[src/rtl/raster_timing_gen.sv]
// rtl/raster_timing_gen.sv - runtime-programmable raster timing generator
//
// Purpose:
//   Signed x/y raster counters that advance on a pixel-clock enable. The
//   outputs are active video, hsync/vsync and line/frame end strobes, all
//   decoded combinationally from the counters and the eight timing
//   registers. The registers can be written at runtime.
//
// Optional feature (macro RASTER_SHADOW_EN):
//   When defined, register writes go to shadow copies. The shadows load into
//   the active registers on the frame_end edge, so timing never changes
//   mid-frame. When undefined, writes update the active registers directly.
//
// Ports:
//   clk, reset            clock, synchronous active-high reset
//   enable                pixel-clock enable
//   cfg_we/cfg_sel/cfg_data
//                         register write; sel 0..3 = x0,x_fp,x_s,x1 and
//                         4..7 = y0,y_fp,y_s,y1
//   x, y                  signed current column / row
//   active, hsync, vsync  video decodes
//   line_end, frame_end   strobes, qualified by enable
module raster_timing_gen #(
  parameter int X_BITS    = 11,
  parameter int Y_BITS    = 10,
  parameter bit HSYNC_POL = 1'b1,
  parameter bit VSYNC_POL = 1'b1,
  parameter int RST_X0    = -48,
  parameter int RST_X_FP  = 640,
  parameter int RST_X_S   = 656,
  parameter int RST_X1    = 752,
  parameter int RST_Y0    = -33,
  parameter int RST_Y_FP  = 480,
  parameter int RST_Y_S   = 490,
  parameter int RST_Y1    = 492
) (
  input  logic                     clk,
  input  logic                     reset,
  input  logic                     enable,
  input  logic                     cfg_we,
  input  logic [2:0]               cfg_sel,
  input  logic [X_BITS-1:0]        cfg_data,
  output logic signed [X_BITS-1:0] x,
  output logic signed [Y_BITS-1:0] y,
  output logic                     active,
  output logic                     hsync,
  output logic                     vsync,
  output logic                     line_end,
  output logic                     frame_end
);

  typedef logic signed [X_BITS-1:0] xval_t;
  typedef logic signed [Y_BITS-1:0] yval_t;

  localparam xval_t R_X0   = xval_t'(RST_X0);
  localparam xval_t R_X_FP = xval_t'(RST_X_FP);
  localparam xval_t R_X_S  = xval_t'(RST_X_S);
  localparam xval_t R_X1   = xval_t'(RST_X1);
  localparam yval_t R_Y0   = yval_t'(RST_Y0);
  localparam yval_t R_Y_FP = yval_t'(RST_Y_FP);
  localparam yval_t R_Y_S  = yval_t'(RST_Y_S);
  localparam yval_t R_Y1   = yval_t'(RST_Y1);
  localparam xval_t X_ONE  = xval_t'(1);
  localparam yval_t Y_ONE  = yval_t'(1);

  // Active timing registers; all output decodes use these.
  xval_t x0, x_fp, x_s, x1;
  yval_t y0, y_fp, y_s, y1;

  // Register image with this cycle's write merged in. In shadow mode the
  // merge starts from the shadows. The active registers then take this
  // image at frame_end, so a write in the frame_end cycle lands on that
  // same edge.
  xval_t x0_w, x_fp_w, x_s_w, x1_w;
  yval_t y0_w, y_fp_w, y_s_w, y1_w;

  logic last_x, last_y;

`ifdef RASTER_SHADOW_EN
  xval_t x0_sh, x_fp_sh, x_s_sh, x1_sh;
  yval_t y0_sh, y_fp_sh, y_s_sh, y1_sh;
`endif

  always_comb begin
`ifdef RASTER_SHADOW_EN
    x0_w = x0_sh; x_fp_w = x_fp_sh; x_s_w = x_s_sh; x1_w = x1_sh;
    y0_w = y0_sh; y_fp_w = y_fp_sh; y_s_w = y_s_sh; y1_w = y1_sh;
`else
    x0_w = x0; x_fp_w = x_fp; x_s_w = x_s; x1_w = x1;
    y0_w = y0; y_fp_w = y_fp; y_s_w = y_s; y1_w = y1;
`endif
    if (cfg_we) begin
      case (cfg_sel)
        3'd0: x0_w   = $signed(cfg_data);
        3'd1: x_fp_w = $signed(cfg_data);
        3'd2: x_s_w  = $signed(cfg_data);
        3'd3: x1_w   = $signed(cfg_data);
        3'd4: y0_w   = $signed(cfg_data[Y_BITS-1:0]);
        3'd5: y_fp_w = $signed(cfg_data[Y_BITS-1:0]);
        3'd6: y_s_w  = $signed(cfg_data[Y_BITS-1:0]);
        3'd7: y1_w   = $signed(cfg_data[Y_BITS-1:0]);
        default: ;
      endcase
    end
  end

  // A >= test instead of == lets the counter recover on the next enabled
  // edge after x1/y1 is moved below the current count.
  assign last_x    = (x >= x1);
  assign last_y    = (y >= y1);
  assign line_end  = enable && last_x;
  assign frame_end = line_end && last_y;

  assign active = !x[X_BITS-1] && (x < x_fp) && !y[Y_BITS-1] && (y < y_fp);
  assign hsync  = (x >= x_s) ? HSYNC_POL : ~HSYNC_POL;
  assign vsync  = (y >= y_s) ? VSYNC_POL : ~VSYNC_POL;

  always_ff @(posedge clk) begin
    if (reset) begin
      x    <= '0;
      y    <= '0;
      x0   <= R_X0;   x_fp <= R_X_FP; x_s <= R_X_S; x1 <= R_X1;
      y0   <= R_Y0;   y_fp <= R_Y_FP; y_s <= R_Y_S; y1 <= R_Y1;
    end else begin
      // The wrap uses the current x0/y0, before any register update on this edge.
      if (enable) begin
        if (last_x) begin
          x <= x0;
          y <= last_y ? y0 : y + Y_ONE;
        end else begin
          x <= x + X_ONE;
        end
      end
`ifdef RASTER_SHADOW_EN
      if (frame_end) begin
`else
      begin
`endif
        x0 <= x0_w; x_fp <= x_fp_w; x_s <= x_s_w; x1 <= x1_w;
        y0 <= y0_w; y_fp <= y_fp_w; y_s <= y_s_w; y1 <= y1_w;
      end
    end
  end

`ifdef RASTER_SHADOW_EN
  always_ff @(posedge clk) begin
    if (reset) begin
      x0_sh <= R_X0; x_fp_sh <= R_X_FP; x_s_sh <= R_X_S; x1_sh <= R_X1;
      y0_sh <= R_Y0; y_fp_sh <= R_Y_FP; y_s_sh <= R_Y_S; y1_sh <= R_Y1;
    end else begin
      x0_sh <= x0_w; x_fp_sh <= x_fp_w; x_s_sh <= x_s_w; x1_sh <= x1_w;
      y0_sh <= y0_w; y_fp_sh <= y_fp_w; y_s_sh <= y_s_w; y1_sh <= y1_w;
    end
  end
`endif

endmodule

[config.mk]
export PLATFORM = sky130hd
export DESIGN_NAME = raster_timing_gen
export DESIGN_NICKNAME = d
export VERILOG_FILES = /design/src/rtl/raster_timing_gen.sv
export SDC_FILE = /design/constraint.sdc
export NUM_CORES = 1
export LEC_CHECK = 0
export CAP_MARGIN = 15
export CORE_UTILIZATION = 59
export CTS_BUF_LIST = sky130_fd_sc_hd__clkbuf_16
export DETAILED_ROUTE_END_ITERATION = 16
export PLACE_DENSITY_LB_ADDON = 0.15
export SLEW_MARGIN = 20
export SYNTH_ARGS = -nofsm -noshare
export SYNTH_HDL_FRONTEND = slang
export SYNTH_SLANG_ARGS = --single-unit
[constraint.sdc]
create_clock -name clk -period 2.8 [get_ports clk]
set_clock_uncertainty 0.05 [all_clocks]
set_input_delay 0.7 -clock clk [delete_from_list [all_inputs] [get_ports clk]]
set_output_delay 0.7 -clock clk [all_outputs]
set_load 0.03 [all_outputs]
==> run summary, run 1 <==
The maximum count of clock buffers along a single path came out at 2. The die covers 10300 µm². The layout cell share with drive strength beyond 1 is a little over a quarter.

The synthesis-to-finish area growth is 32.0%. The worst setup path is launched from a flop. The worst setup path category is reg -> out.

The dominant register cell in the synthesized netlist is sky130_fd_sc_hd__dfxtp_1. The share of synthesized registers carrying an async set or reset is 0%. The maximum frequency from static timing analysis is 332 MHz. The final reports fail on setup timing. The biggest cell delay along the critical path is 320 ps. The I/O pin count came out at 44.

Detailed placement ended at an HPWL of approximately 11000 µm. The height of the chip came out at 102 µm. The count of hold buffers inserted by post-cts repair is 0. Cells fill 79.9% of the core in the end. The count of nets left with antenna violations after detail routing is 0. The cell type with the highest aggregate area in the netlist is sky130_fd_sc_hd__dfxtp_1. The CTS buffer count came out at 9.

The number of global-route vias before repair is 5274. The worst hold path terminates at x_fp[3]. The power per cell area came out at 508 nW/µm². Each instance of the synthesized netlist takes up on average 8.37 µm².

The largest net degree at the start of global routing is 44. The critical register-to-register path startpoint is x1[8]. For the worst-skew pair, the clock arrives at the later sink with an insertion delay of 360 ps.

Setup repair after global routing could not meet its margin everywhere. The number of buffers and inverters on the critical path is 2. The first global-routing pass estimated 26700 µm of wire. The register bit count reported by yosys is 105. The commonest cells after synthesis are sky130_fd_sc_hd__dfxtp_1 (105), sky130_fd_sc_hd__nand2_1 (90), sky130_fd_sc_hd__inv_1 (75). The top-area cell type share of the netlist area is between 30% and 40%. The last weighted congestion value of the routability-driven placer came out at 0.849. During synthesis, Yosys emitted a total of 0 warnings. Power comes to 0.00393 W. The endpoint identified for the worst register-to-register timing path is x[5]. The cell area after technology mapping came out at 5860 µm². For this run, design rule violations remaining after detail routing come to 0.

Ranked by total cell area, the synthesized netlist is headed by sky130_fd_sc_hd__dfxtp_1 (36%), sky130_fd_sc_hd__ha_1 (13%), sky130_fd_sc_hd__nand2_1 (5.8%). The routed wire length per instance is approximately 19 µm. The analysis attributes to cell leakage a power of around 3.3 nW. The met2 routing resource usage after global routing is 55.9%. The starting utilization of the core area came out at 60.5%. The post-place setup slack is -434 ps. Data on the critical path is required at its endpoint by 2050 ps. Data on the critical path arrives at its endpoint at 2270 ps. The tree is rooted in a sky130_fd_sc_hd__clkbuf_16. The share of the clock period used by the worst path came out at 108%. The sink count of the clock tree came out at 105. The startpoint identified for the worst hold timing path is x_fp[3]. In this run the tightest slew margin relative to its limit is 54.3%.

The number of fillers in the final layout is 628. The final number of max-transition violations was 0. The master of the slowest instance on the critical path is sky130_fd_sc_hd__dfxtp_2. The number of hold violations in the final report is 0.

The sum of negative setup slack came out at -586 ps. The number of antenna diodes in the final layout is 0. The die boundary width came out at 102 µm.

Across all setup checks in the final design, the least slack found is -215 ps. TritonCTS built the clock tree. The mean number of vias per cell came out at 5.81.

The maximum resistive drop on vdd came out at ~0.53 mV. The count of maximum capacitance violations came out at 0. In the post-synthesis netlist, the cell with the most instances is sky130_fd_sc_hd__dfxtp_1. STA classifies the critical path endpoint as an output pin. The worst reg2reg path depth came out at 12.

The net count of the finished layout came out at 871. The largest fanout of any net on the critical path is 2. The global routing met3 resource utilization is slightly above 9%. At the pin with the least slew margin, the transition time is 683 ps. The final setup violation count came out at 4. The total via count after detailed routing is 5392. The count of distinct cell types in the synthesized netlist came out at 54. The hold-critical path depth came out at 2.

The standard-cell row count is 36. Buffers placed on the I/O ports in this run total between 40 and 50. In this run, the number of DRC markers left after iteration 0 of detailed routing was slightly above 400.

For met1 alone, demand over resource in global routing was 44.6%. The path class of the tightest hold or removal check is reg -> reg. The area inside the core boundary is ~9700 µm². The cell type with the highest occurrence count on the critical path is sky130_fd_sc_hd__a21o_1. The total congestion overflow is 0.

For this block, the routed nets add up to 17400 µm of wire. The initial antenna violation count came out at 0. Walking the worst path, the cells encountered are inv_1 > ha_1 > a21o_1 > a211oi_2 > o21ai_1 > a21o_1 > a2111oi_4 > a21oi_2 > buf_6. The run finished, with violations left. The level count of the clock H-tree came out at 3.

The total track usage came out at 34.8%. The pre-antenna-repair detailed-routing pass consisted of 4 iterations. Across all register-to-register paths, the minimum setup slack is 110 ps.

The most heavily used metal layer in global routing is met2. Clock-pin slew was measured on the worst setup and hold paths at 70 ps. The number of standard cells after synthesis is 700. The clock period minus worst slack is 3020 ps.

The cell type group with the largest total delay on the critical path is compound AO/OA/AOI/OAI gates. The register area share after synthesis came out at 35.9%. When the netlist entered floorplanning its net count stood at 781. Yosys mapped a number of flops with a built-in enable equal to 0.
## area by class of cell
class,count,area [µm²],area share (%)
clock buffers,9,225,2.91
clock inverters,7,61.3,0.793
inverters,75,287,3.70
multi-input cells,485,3840,49.6
flip-flops and latches,105,2160,27.9
well taps,133,166,2.15
repair buffers,114,1000,12.9
## placed cells by master (no fill, tap or decap), types with 12 or more instances in the layout
cell type                         instances
sky130_fd_sc_hd__dfxtp_1                 70
sky130_fd_sc_hd__buf_4                   65
sky130_fd_sc_hd__mux2i_1                 28
sky130_fd_sc_hd__inv_1                   66
sky130_fd_sc_hd__o21ai_0                 14
sky130_fd_sc_hd__nor2_1                  61
sky130_fd_sc_hd__a211o_1                 30
sky130_fd_sc_hd__nand3b_1                12
sky130_fd_sc_hd__ha_1                    37
sky130_fd_sc_hd__ha_4                    26
sky130_fd_sc_hd__a21oi_1                 35
sky130_fd_sc_hd__dfxtp_2                 30
sky130_fd_sc_hd__nand2_1                 89
sky130_fd_sc_hd__nor2b_1                 25
sky130_fd_sc_hd__clkdlybuf4s50_1         37
## power by group
group | total [W] | internal, W | switching [W] | leakage (nW)
registers | 0.00161 | 0.00156 | 0.0000527 | 0.865
clock network | 0.00125 | 0.000684 | 0.000567 | 0.140
logic | 0.00107 | 0.000503 | 0.000565 | 2.30
## worst reg2reg max path: cells and delay by family (launching register included)
| family | cells | cell delay, ps |
|---|---|---|
| flops | 1 | 350 |
| simple gates | 3 | 520 |
| buf+inv | 4 | 510 |
| mux | 1 | 330 |
| fa+ha+maj | 1 | 230 |
| compound gates | 3 | 590 |
## state kept, by name, summed over array words and instances, names as in the netlist
name	count
x	11
y0	10
y	10
y_s	10
y_fp	10
y1	10
x_s	11
x_fp	11
x0	11
x1	11
## kinds of logic after synthesis
logic type               count (synthesis)  share of synthesized area, %
flip-flops                             105                          35.9
XOR/XNOR                                 2                         0.299
adder cells (fa/ha/maj)                 63                          13.5
AO/OA/AOI/OAI                          151                          18.1
AND/OR/NAND/NOR                        236                          18.9
buffers and inverters                  110                          7.56
multiplexers                            33                          5.87
## stage by stage
stage | cell area (µm²) | instances | hold slack [ps]
2_1_floorplan | 5900 | 700 | 386
3_3_place_gp | 6750 | 896 | 393
3_5_place_dp | 6750 | 896 | 399
4_1_cts | 7510 | 919 | 408
5_1_grt | 7730 | 928 | 429
6_report | 7730 | 928 | 408
## worst max-delay path by stage
stage	from	to	slack [ps]	cells past startpoint
2_1_floorplan	y[5]	frame_end	-30	7
3_5_place_dp	x[0]	hsync	-430	10
5_1_grt	x_s[5]	hsync	-310	9
3_3_place_gp	x[0]	hsync	-470	10
4_1_cts	x[0]	hsync	-150	10
6_report	x_s[5]	hsync	-220	9
## what timing repair did
item | in CTS | in global routing
setup endpoints to repair | 5 | 10
resized for setup | 94 | 27
buffers inserted | 8 | 9
pin swaps | 33 | 21
## routing by layer
layer  wire length [µm]  up-vias
met2               8280      211
li1                   -     2570
met1               7340     2577
met5                  0        -
met3               1360       34
met4                445        0
No activity file was read; power rests on OpenSTA's default activity.
==> run 2: changes to the inputs <==
Settings changed: CORE_MARGIN from default to 3, REMOVE_ABC_BUFFERS from default to 1.
==> run 2 against run 1 <==
Net effect: the run still ends with setup timing left; final area is 3.8% lower; core utilization decreased by 1.2 points; non-clock buffer count fell by 14.
==> run summary, run 2 (synthesis gave the netlist of run 1 again) <==
The final number of max-transition violations came out at 0 (unchanged). The CTS buffer count came to 9 (unchanged). The share of the clock period used by the worst path came to 111% (+3.1 points). The number of fillers in the final layout is 618 (-1.6%). Leaving out fill and tap cells, the most frequent cell in the layout is sky130_fd_sc_hd__dfxtp_1. The sum of negative setup slack came out at -975 ps (-389 ps). The overall die area came out at 11200 µm² (+8.0%).

The cell type group with the largest total delay on the critical path is compound AO/OA/AOI/OAI gates. The standard-cell row count came to 35 (-2.8%). The final setup violation count came out at 4 (unchanged). The maximum count of clock buffers along a single path came out at 2 (unchanged). The count of input and output buffers is 43 (unchanged). The fraction of the core area covered by cells at the end of the flow is 78.7% (-1.2 points).

The power per cell area is 515 nW/µm² (+1.3%). The worst reg2reg path depth came out at 11 (-1). Leaving out fill and tap cells, the most frequent cells in the layout are sky130_fd_sc_hd__dfxtp_1 (92), sky130_fd_sc_hd__nand2_1 (90), sky130_fd_sc_hd__inv_1 (75). The height of the chip is 106 µm (+3.9%). The count of maximum capacitance violations came out at 0 (unchanged). The sum of net half-perimeters after detailed placement is 10700 µm (-1.7%).

The critical register-to-register path startpoint is x[2]. The worst-case headroom to the max-slew limit was 66.7% (+12 points). The leakage component of the power is 3.24 nW (-2.0%). The synthesis-to-finish area growth is 27.0%. The area inside the core boundary is 9460 µm² (-2.3%). The setup slack after layout came out at -302 ps (-86.5 ps). In this run the critical register-to-register path is captured at x[6]. The largest net degree at the start of global routing is 81 (+84%). The clock tree from TritonCTS is done. The count of nets left with antenna violations after detail routing came out at 0 (unchanged). The number of global-route vias before repair came out at 5319 (+0.85%). The flow ran to the end, but the final reports show violations. The master of the slowest instance on the critical path is sky130_fd_sc_hd__or3_4. The I/O pin count came out at 44 (unchanged).

The number of iterations in the first detailed-routing pass came out at 5 (+1). The maximum resistive drop on vdd came out at 0.383 mV (-27%). The clock edge transition at the registers on the reported setup and hold paths is 70 ps (about the same).

The number of hold violations in the final report came out at 0 (unchanged). The last weighted congestion value of the routability-driven placer is 0.901 (+6.1%). The flop-to-flop setup slack is 20 ps (-90 ps). The global-route wire length before repair was 26400 µm (-0.98%). The hold-critical path depth is 2 (unchanged). The required time of the critical path came out at 2050 ps (about the same). The number of buffers and inverters on the critical path is 2 (unchanged).

The final total power is 0.00383 W (-2.5%). The sink count of the clock tree came out at 105 (unchanged). The mean number of vias per cell came to 5.88 (+1.2%). The biggest cell delay along the critical path came out at 420 ps (+100 ps). The total track usage is 29.7% (-5.1 points). The final reports fail on setup timing. The initial antenna violation count is 0 (unchanged). The data arrival time at the worst-slack endpoint is 2350 ps (+80 ps). The level count of the clock H-tree came out at 3 (unchanged). For hold timing, the worst endpoint is x_s[1]. STA classifies the critical path endpoint as an output pin. The maximum frequency from static timing analysis is 322 MHz (-2.8%).

The DRC violation count after routing came out at 0 (unchanged). STA classifies the critical path startpoint as a flop. The launch instance of the worst min-delay path is x_s[1]. Traced cell by cell, the critical path runs through buf_6 > ha_4 > a21oi_2 > a211oi_2 > or3_4 > o211ai_4 > nor2_1 > buf_4.

The total via count after detailed routing is 5349 (-0.80%). The detailed router's first-iteration violation count came to 399 (-2.0%). The clock period minus worst slack is 3100 ps (+86.5 ps).

The post-place setup slack was -601 ps (-167 ps). The class of the most critical hold timing path is reg -> reg. The die boundary width came to 106 µm (+3.9%). The buffer type at the clock tree root is sky130_fd_sc_hd__clkbuf_16.

The largest fanout of any net on the critical path is 7 (+5). The net count of the finished layout came out at 857 (-1.6%). The layout cell share with drive strength beyond 1 came out at 19.8% (-6.2 points).

The overall routed net length is 16600 µm (-4.9%). The starting utilization of the core area is 61.9% (+1.4 points). The measured slew at the worst slew-check pin came out at 497 ps (-186 ps). The total congestion overflow is 0 (unchanged). Setup repair after global routing could not meet its margin everywhere. The routed wire length per instance is 18.2 µm (-3.0%).

The insertion delay to the later sink of the worst-skew pair came to 350 ps (about the same). The critical path is of the reg -> out type. The number of inserted diodes came out at 0 (unchanged).
==> run 2: metrics by stage <==
step / std cells / hold WS (ps) / cell area, µm²
2_1_floorplan: 665 / 380 / 5700
3_3_place_gp: 884 / 391 / 6650
3_5_place_dp: 884 / 396 / 6650
4_1_cts: 909 / 406 / 7350
5_1_grt: 910 / 429 / 7440
6_report: 910 / 408 / 7440
==> run 2: cell type report <==
class | count | area [µm²] | area share, %
clock inverters | 7 | 55.1 | 0.740
well taps | 129 | 161 | 2.17
repair buffers | 100 | 891 | 12.0
clock buffers | 9 | 225 | 3.03
inverters | 75 | 282 | 3.78
multi-input cells | 485 | 3710 | 49.8
flip-flops and latches | 105 | 2120 | 28.5
==> run 2: routing by layer <==
metal  global-route usage, %  wire length (µm)
met1                    39.1              7300
met5                       0                 0
met4                    8.51               273
met2                    49.0              7950
met3                    6.74              1060
==> run 2: worst max path at each step <==
stage                     startpoint        end  slack [ps]  depth (start not counted)
final                           x[2]  frame_end        -300                          8
after global routing            x[2]  frame_end        -340                          8
after CTS                       x[0]      hsync        -230                         10
after detailed placement        x[0]      hsync        -600                         10
after global placement          x[0]      hsync        -600                         10
after floorplan                 y[5]  frame_end        -810                          6
==> run 2: worst min-delay path: stages, from the launching register on <==
cell	delay, ps
sky130_fd_sc_hd__dfxtp_1	310
sky130_fd_sc_hd__nand2_1	50
sky130_fd_sc_hd__a21oi_1	50
==> run 2: report_power, final <==
group          internal (W)  switching [W]  total [W]
clock              0.000678       0.000557    0.00124
sequential          0.00156      0.0000392    0.00160
combinational      0.000451       0.000548   0.000999
==> run 2: what timing repair did <==
item	CTS	global route
pin swaps	28	13
setup buffers	9	1
hold buffers	0	0
endpoints found under the hold margin	0	0
endpoints found under the setup margin	7	15
gates resized for setup	75	19
==> patch (settings of run 1) <==
Add a define of `RASTER_SHADOW_EN`.
--- a/src/rtl/raster_timing_gen.sv
+++ b/src/rtl/raster_timing_gen.sv
@@ -20,6 +20,8 @@
 //   x, y                  signed current column / row
 //   active, hsync, vsync  video decodes
 //   line_end, frame_end   strobes, qualified by enable
+`define RASTER_SHADOW_EN
+
 module raster_timing_gen #(
   parameter int X_BITS    = 11,
   parameter int Y_BITS    = 10,
Check against the original RTL: not equivalent (a bounded check fails within 4 cycles, from zero or initial values and one cycle with reset high).
==> patch against run 1 <==
- the flow still finishes with violations (setup timing)
- total power up 53%
- sequential power grew 73%
- setup slack worse by 0.16 ns
- area after synthesis rose by 56%
- wire length increased by 34%
- final area rose by 42%
- sequential cell count increased by 84
- final cell count rose by 36%
- critical path type unchanged
==> patch: results <==
group,metric,value,unit
worst_setup_path,arrival,2.42,ns
worst_setup_path,slowest_delay,0.36,ns
detailed_routing,num_vias,7316,
timing,layout_setup_ws,-0.374,ns
place,dp_cells,1223,
clock_network,cts_buffers,17,
synthesis,synth_cell_types,59,
pwr,p_leak,0.00449,uW
synthesis,seq_area_frac_synth,41.5,%
clock_network,cts_htree_levels,4,
timing,worst_pin_slew,0.890,ns
worst_setup_path,r2r_start,"y[1]",
place,placed_cell_area,10200,sq um
detailed_routing,firstDrtPassIters,5,
global_route,grt_pass1_vias,7063,
timing,setup-violations-final,5,
place,gp_congestion,0.833,
timing,hold_ws,0.408,ns
detailed_routing,viasPerCell,5.79,
clock_network,cts_setup_buffers,6,
global_route,grt.total_usage,30.1,%
run_status,status,"finished, violations left",
run_status,violations,"setup timing",
global_route,grt_pass1_wl,37000,um
detailed_routing,wl_per_cell,18.4,um
pwr,peakVddDrop,472,uV
worst_setup_path,rrSetupSlack,0.05,ns
hold_path,hold_path_startpoint,"x_s_sh[6]",
synthesis,netlist_instances,993,
detailed_routing,drtIter0Drc,492,
synthesis,ys_top_cells_by_count,"189 x dfxtp_1, 99 x nand2_1, 78 x nor2_1",
detailed_routing,wl_met1,11000,um
detailed_routing,route.met2.wl,10700,um
==> patch: per-stage QoR <==
step                      worst slack [ns]  total power, uW  setup TNS, ns
final                               -0.374             6020          -1.36
after floorplan                    -0.0230             3280        -0.0230
after global placement              -0.264             3580         -0.491
after global routing                -0.448             6220          -1.80
after detailed placement            -0.277             3590         -0.531
after CTS                           -0.380             6030          -1.48
==> patch: worst max-delay path by stage <==
stage / start / end / slack, ns
global placement: y_s[1] / vsync / -0.26
global route: y[1] / active / -0.45
detailed placement: y_s[1] / vsync / -0.28
floorplan: x[8] / line_end / -0.02
finish: x_fp[1] / active / -0.37
CTS: x_fp[1] / active / -0.38
==> patch: power breakdown <==
part,switching (uW),leakage [uW],internal [uW],total [uW]
combinational,467,0.00267,345,812
clock,1070,0.000283,1370,2430
sequential,31.1,0.00154,2740,2780
==> patch: cell families after synthesis <==
family | Yosys count | share of synthesized area, %
AOI/OAI and AO/OA | 185 | 15.2
xor gates and xnor gates | 6 | 0.576
adders and majority gates | 63 | 8.65
buffers and inverters | 139 | 6.31
DFF | 189 | 41.5
muxes | 71 | 8.85
and+or+nand+nor | 340 | 18.9
==> patch: layout make-up <==
class,instances,area (sq um)
Fill cell,1159,4170
Clock inverter,14,143
Multi-Input combinational cell,665,4930
Tap cell,188,235
Sequential cell,189,3820
Clock buffer,18,450
Inverter,73,278
Timing Repair Buffer,116,1120
==> patch: worst min-delay path: stages (launching register included) <==
cell and delay, ns:
dfxtp_1 0.30, nand2_1 0.05, a21oi_1 0.06
==> patch: metal layers <==
layer  global-route usage, %  vias up
met1                    41.5     3509
li1                        -     3578
met2                    47.9      188
met4                    10.2        0
met5                       0        -
met3                    5.10       41
